==> config.mk <==
export PLATFORM = sky130hd
export DESIGN_NAME = bus_arbiter8
export DESIGN_NICKNAME = d
export VERILOG_FILES = /design/src/rtl/arb_pkg.sv /design/src/rtl/rr_pick8.sv /design/src/rtl/bus_arbiter8.sv
export SDC_FILE = /design/constraint.sdc
export NUM_CORES = 1
export LEC_CHECK = 0
export CAP_MARGIN = 40
export CORE_UTILIZATION = 40
export DETAILED_ROUTE_END_ITERATION = 7
export GPL_TIMING_DRIVEN = 0
export PLACE_DENSITY_LB_ADDON = 0.12
export SYNTH_ARGS = -nofsm -noshare
export SYNTH_HDL_FRONTEND = slang
export SYNTH_SLANG_ARGS = --single-unit
==> constraint.sdc <==
create_clock -name CLK -period 7.7 [get_ports CLK]
set_clock_uncertainty 0.15 [all_clocks]
set_input_delay 1.54 -clock CLK [delete_from_list [all_inputs] [get_ports CLK]]
set_output_delay 1.54 -clock CLK [all_outputs]
set_load 0.05 [all_outputs]
==> src/rtl/arb_pkg.sv <==
// Shared constants, state encoding and helpers for the 8-way bus arbiter.
package arb_pkg;

  localparam int NUM_REQ = 8;
  localparam int IDX_W   = 3;

  typedef enum logic {
    IDLE = 1'b0,
    BUSY = 1'b1
  } state_e;

  // OR-reduces set-bit positions, so no priority chain is built for a one-hot input.
  function automatic logic [IDX_W-1:0] onehot_to_idx(input logic [NUM_REQ-1:0] oh);
    logic [IDX_W-1:0] idx;
    idx = '0;
    for (int i = 0; i < NUM_REQ; i++) begin
      if (oh[i]) idx = idx | IDX_W'(i);
    end
    return idx;
  endfunction

endpackage

==> src/rtl/rr_pick8.sv <==
// Combinational round-robin picker: first set bit of REQ & MASK scanning PTR, PTR+1, ... (mod 8).
module rr_pick8
  import arb_pkg::*;
(
  input  logic [NUM_REQ-1:0] REQ,
  input  logic [IDX_W-1:0]   PTR,
  input  logic [NUM_REQ-1:0] MASK,
  output logic               HIT,
  output logic [IDX_W-1:0]   IDX
);

  logic [NUM_REQ-1:0] cand;
  logic [NUM_REQ-1:0] rot;

  assign cand = REQ & MASK;

  // NOTE: every output of a combinational block gets a default first, otherwise a latch is inferred.
  always_comb begin
    rot = NUM_REQ'({cand, cand} >> PTR);
    HIT = 1'b0;
    IDX = '0;
    // Scan from the far end so the lowest rotated offset is the last (winning) assignment.
    for (int i = NUM_REQ - 1; i >= 0; i--) begin
      if (rot[i]) begin
        HIT = 1'b1;
        IDX = PTR + IDX_W'(i);
      end
    end
  end

endmodule

==> src/rtl/bus_arbiter8.sv <==
// Round-robin owner arbiter for the 8-source internal bus; registered one-hot grant and mux select.
// Optional owner hold timeout is enabled by defining ARB_TIMEOUT_EN.
module bus_arbiter8
  import arb_pkg::*;
#(
  parameter int MAX_HOLD = 16,
  parameter int CNT_W    = 5
) (
  input  logic               CLK,
  input  logic               RST_N,
  input  logic [NUM_REQ-1:0] REQ,
  output logic [NUM_REQ-1:0] GNT,
  output logic [IDX_W-1:0]   SEL,
  output logic               BUS_VALID,
  output logic               TO_PULSE
);

  if ((2 ** CNT_W) <= MAX_HOLD) begin : g_bad_cnt_w
    $error("bus_arbiter8: CNT_W too narrow to hold MAX_HOLD");
  end

  state_e             state_q, state_d;
  logic [IDX_W-1:0]   ptr_q,   ptr_d;
  logic [NUM_REQ-1:0] gnt_q,   gnt_d;
  logic [IDX_W-1:0]   sel_q,   sel_d;

  logic [IDX_W-1:0]   owner;
  logic [IDX_W-1:0]   next_ptr;
  logic               req_own;
  logic               others_req;
  logic               timeout;
  logic               grant_new;
  logic [IDX_W-1:0]   pick_ptr;
  logic [NUM_REQ-1:0] pick_mask;
  logic               pick_hit;
  logic [IDX_W-1:0]   pick_idx;

  assign owner      = onehot_to_idx(gnt_q);
  assign next_ptr   = owner + IDX_W'(1);
  assign req_own    = |(REQ & gnt_q);
  assign others_req = |(REQ & ~gnt_q);

`ifdef ARB_TIMEOUT_EN
  localparam logic [CNT_W-1:0] HOLD_SAT  = CNT_W'(MAX_HOLD);
  localparam logic [CNT_W-1:0] HOLD_LAST = CNT_W'(MAX_HOLD - 1);

  logic [CNT_W-1:0] cnt_q, cnt_d;
  logic             to_q,  to_d;

  // >= also covers a counter already saturated when a second requester shows up late.
  assign timeout  = (state_q == BUSY) && req_own && others_req && (cnt_q >= HOLD_LAST);
  assign TO_PULSE = to_q;
`else
  assign timeout  = 1'b0;
  assign TO_PULSE = 1'b0;
`endif

  rr_pick8 u_pick (
    .REQ  (REQ),
    .PTR  (pick_ptr),
    .MASK (pick_mask),
    .HIT  (pick_hit),
    .IDX  (pick_idx)
  );

  always_comb begin
    state_d   = state_q;
    ptr_d     = ptr_q;
    gnt_d     = gnt_q;
    sel_d     = sel_q;
    pick_ptr  = ptr_q;
    pick_mask = '1;
    grant_new = 1'b0;
`ifdef ARB_TIMEOUT_EN
    cnt_d     = cnt_q;
    to_d      = 1'b0;
`endif
    case (state_q)
      IDLE: begin
        if (pick_hit) begin
          grant_new = 1'b1;
          state_d   = BUSY;
`ifdef ARB_TIMEOUT_EN
          cnt_d     = '0;
`endif
        end
      end
      BUSY: begin
        pick_ptr = next_ptr;
        if (timeout) begin
          pick_mask = ~gnt_q;
          ptr_d     = next_ptr;
          grant_new = 1'b1;
`ifdef ARB_TIMEOUT_EN
          to_d      = 1'b1;
          cnt_d     = '0;
`endif
        end else if (req_own) begin
`ifdef ARB_TIMEOUT_EN
          if (cnt_q != HOLD_SAT) cnt_d = cnt_q + CNT_W'(1);
`endif
        end else if (pick_hit) begin
          // Zero-bubble handoff: owner released while someone else is waiting.
          ptr_d     = next_ptr;
          grant_new = 1'b1;
`ifdef ARB_TIMEOUT_EN
          cnt_d     = '0;
`endif
        end else begin
          state_d = IDLE;
          gnt_d   = '0;
          ptr_d   = next_ptr;
        end
      end
      default: state_d = IDLE;
    endcase
    if (grant_new) begin
      gnt_d = NUM_REQ'(1) << pick_idx;
      sel_d = pick_idx;
    end
  end

  // NOTE: sequential state uses non-blocking assignments so every register samples pre-edge values.
  always_ff @(posedge CLK) begin
    if (!RST_N) begin
      state_q <= IDLE;
      ptr_q   <= '0;
      gnt_q   <= '0;
      sel_q   <= '0;
`ifdef ARB_TIMEOUT_EN
      cnt_q   <= '0;
      to_q    <= 1'b0;
`endif
    end else begin
      state_q <= state_d;
      ptr_q   <= ptr_d;
      gnt_q   <= gnt_d;
      sel_q   <= sel_d;
`ifdef ARB_TIMEOUT_EN
      cnt_q   <= cnt_d;
      to_q    <= to_d;
`endif
    end
  end

  assign GNT       = gnt_q;
  assign SEL       = sel_q;
  assign BUS_VALID = |gnt_q;

endmodule

==> metrics.cfg <==
[detailed_routing]
first_pass_iters = 6
viasPerCell = 6.313
drt_wl_total_mm = 5.678
vias = 1938
drc = 2
initialDrtViolationCount = 166
ant_nets = 0
wire_per_inst_um = 18.50

[clock_tree]
htree_num_levels = 1
holdBufCountCts = 0
clock_path_buffers = 2
post_cts_buffers = 0
post_cts_resized = 0
cts_tree = built
clk_pin_slew_ps = 70
cts_root_buffer = clkbuf_8
clock_latency_ps = 250
cts_buffers = 3
cts.sinks = 15

[flow_run]
cap_violations = 0

[global_route]
grt_pass1_vias = 1828
antenna_found_initial = 0
grt_max_degree = 11
grt_overflow = 0
grtUsageTotal_pct = 23.46
grt_pass1_wl_mm = 9.384

[layout]
post-route-util_pct = 48.99
fill_cells = 450
antenna_cells = 0
regArea_sq_um = 300.3
multiInputGateArea_sq_um = 1481
fin_nets = 268
layout-drive-gt1-share_pct = 17.65
area_delta_synth_final_pct = 15.61

[sta]
tns_ps = 0
fmax_mhz = 217.8
finalHoldViolCount = 0
relSlewSlack_pct = 48.32
worstMarginPinSlew_ps = 767.1
rsz0062_at_grt = no
fin_crit_ps = 4592
finalSetupViolations = 0
drv_slew = 0
period_share_pct = 59.64

[critical_path]
path_class = in -> reg
cp.required_ps = 7750
cp_num_buf_inv = 2
crit_slowest_cell = mux2i_1
max_stage_delay_ps = 600
cp_max_fo = 10
path_delay_family = multiplexers
critical_path_arrival_ps = 4640
cp-start-kind = primary input
path_cells = clkdlybuf4s50_1 > clkbuf_1 > mux2i_1 > mux2i_1 > nand2_1 > o211ai_2 > a21oi_1 > nor2b_1 > mux2i_2 > a32o_1
end_kind = flip-flop
cpMostUsedCell = mux2i_1

[logic_synthesis]
synth-async-reset-ratio_pct = 0
yosysTopAreaCellShare_pct = 15.95
ys_seq_elements = 15
yosys-top-cells-count = nand2_1, nor2_1, dfxtp_1, mux2i_1
yosys_most_used_dff = dfxtp_1
yosysSeqAreaShare_pct = 15.95
synthTopCellsByArea = dfxtp_1, mux2i_1, nand2_1
synthDistinctLibCells = 71
syn_nets = 245
yosys.area.top_type = dfxtp_1
synth_area_per_cell_sq_um = 8.082
synth_edf_count = 0
yosysWarnings = 0
syn_area_sq_um = 1883
syn_inst = 233
post-synth-top-count-cell = nand2_1

[placement]
dpl.hpwl_mm = 4.272
gp_congestion = 0.8629
portBuffers = 18

[outcome]
outcome = finished with violations
failed_checks = design-rule violations

[die]
rows = 24
initial_utilization_pct = 42.37
design.die.area_sq_um = 4986
die_y_um = 70.61
die_width_um = 70.61
core-area_sq_um = 4444
ios = 23

[hold_path]
hold_path.class = reg -> reg

[sequential cells by signal, indices dropped and copies added (netlist names)]
register and count:
state_q 1, ptr_q 3, GNT 8, SEL 3
[final timing paths]
check                 from        to  slack, ps  cells past startpoint
setup / recovery    REQ[2]    GNT[2]       3110                     10
hold / removal    ptr_q[2]  ptr_q[2]        340                      2
setup reg to reg    GNT[1]    GNT[2]       3470                     13
hold reg to reg   ptr_q[2]  ptr_q[2]        340                      2
[layout make-up]
| class | instances | share of cell area, % |
|---|---|---|
| inverters | 8 | 1.494 |
| clock buffers | 3 | 1.897 |
| well taps | 52 | 2.989 |
| plain buffers | 14 | 3.161 |
| flip-flops and latches | 15 | 13.79 |
| clock inverters | 1 | 0.3448 |
| repair buffers | 18 | 8.276 |
| multi-input cells | 196 | 68.05 |
[cell usage in the layout, fill, tap and decap left out, types with 2 or more instances in the layout]
master | synthesis | layout
nand2_1 | 23 | 23
nor2_1 | 20 | 20
clkdlybuf4s50_1 | 0 | 18
dfxtp_1 | 15 | 15
mux2i_1 | 14 | 14
nor3_1 | 9 | 9
o21ai_0 | 9 | 9
clkbuf_1 | 7 | 7
mux2_2 | 7 | 7
a21oi_1 | 7 | 7
a32o_1 | 7 | 7
nor2b_1 | 6 | 6
nand2b_1 | 6 | 6
a211oi_1 | 6 | 6
inv_1 | 5 | 5
nand3_1 | 5 | 5
buf_2 | 4 | 4
a22oi_1 | 4 | 4
a31oi_1 | 4 | 4
buf_4 | 3 | 3
nand4_1 | 3 | 3
and2_1 | 3 | 3
o22ai_1 | 3 | 3
a21boi_0 | 3 | 3
and3_1 | 3 | 3
clkbuf_8 | 0 | 3
mux2i_4 | 2 | 2
inv_2 | 2 | 2
a41oi_1 | 2 | 2
or2_2 | 2 | 2
nor2_2 | 2 | 2
mux2i_2 | 2 | 2
o221ai_1 | 2 | 2
a221oi_2 | 2 | 2
a22o_1 | 2 | 2
ha_1 | 2 | 2
[logic make-up (layout without fill, tap and decap cells)]
| kind of cell | count (synthesis) | after routing | synth area share [%] |
|---|---|---|---|
| AND/OR/NAND/NOR | 93 | 93 | 26.38 |
| AO/OA/AOI/OAI | 72 | 72 | 33.56 |
| multiplexers | 26 | 26 | 16.28 |
| buffers and inverters | 22 | 44 | 5.383 |
| flip-flops | 15 | 15 | 15.95 |
| adder cells (fa/ha/maj) | 2 | 2 | 1.329 |
| XOR/XNOR | 2 | 2 | 0.9304 |
| other | 1 | 1 | 0.1991 |
[through the flow]
step | cells | cell area, sq um | hold slack, ps | worst slack [ps]
after floorplan | 233 | 1883 | 295.2 | 3979
after global placement | 303 | 2128 | 316.9 | 2898
after detailed placement | 303 | 2128 | 329.0 | 2866
after CTS | 307 | 2177 | 338.8 | 3134
after global routing | 307 | 2177 | 390.8 | 2888
final | 307 | 2177 | 340.2 | 3108
[per-layer routing]
layer	vias up	GRT usage (%)	share of wire [%]
met5	-	0	0
met4	0	3.111	0.44
met3	2	3.989	6.3
met2	64	36.79	45
met1	934	34.65	48
li1	938	-	-
[worst reg2reg max path, delay by kind of cell, from the launching register on]
family | cells | cell delay (ps)
compound gates | 3 | 560
fa+ha+maj | 1 | 370
simple gates | 3 | 1060
flops | 1 | 380
buf+inv | 2 | 250
mux | 4 | 1410
Power is not shown: default switching activity piles up to over one toggle a cycle in this logic, so the estimate is an artifact.
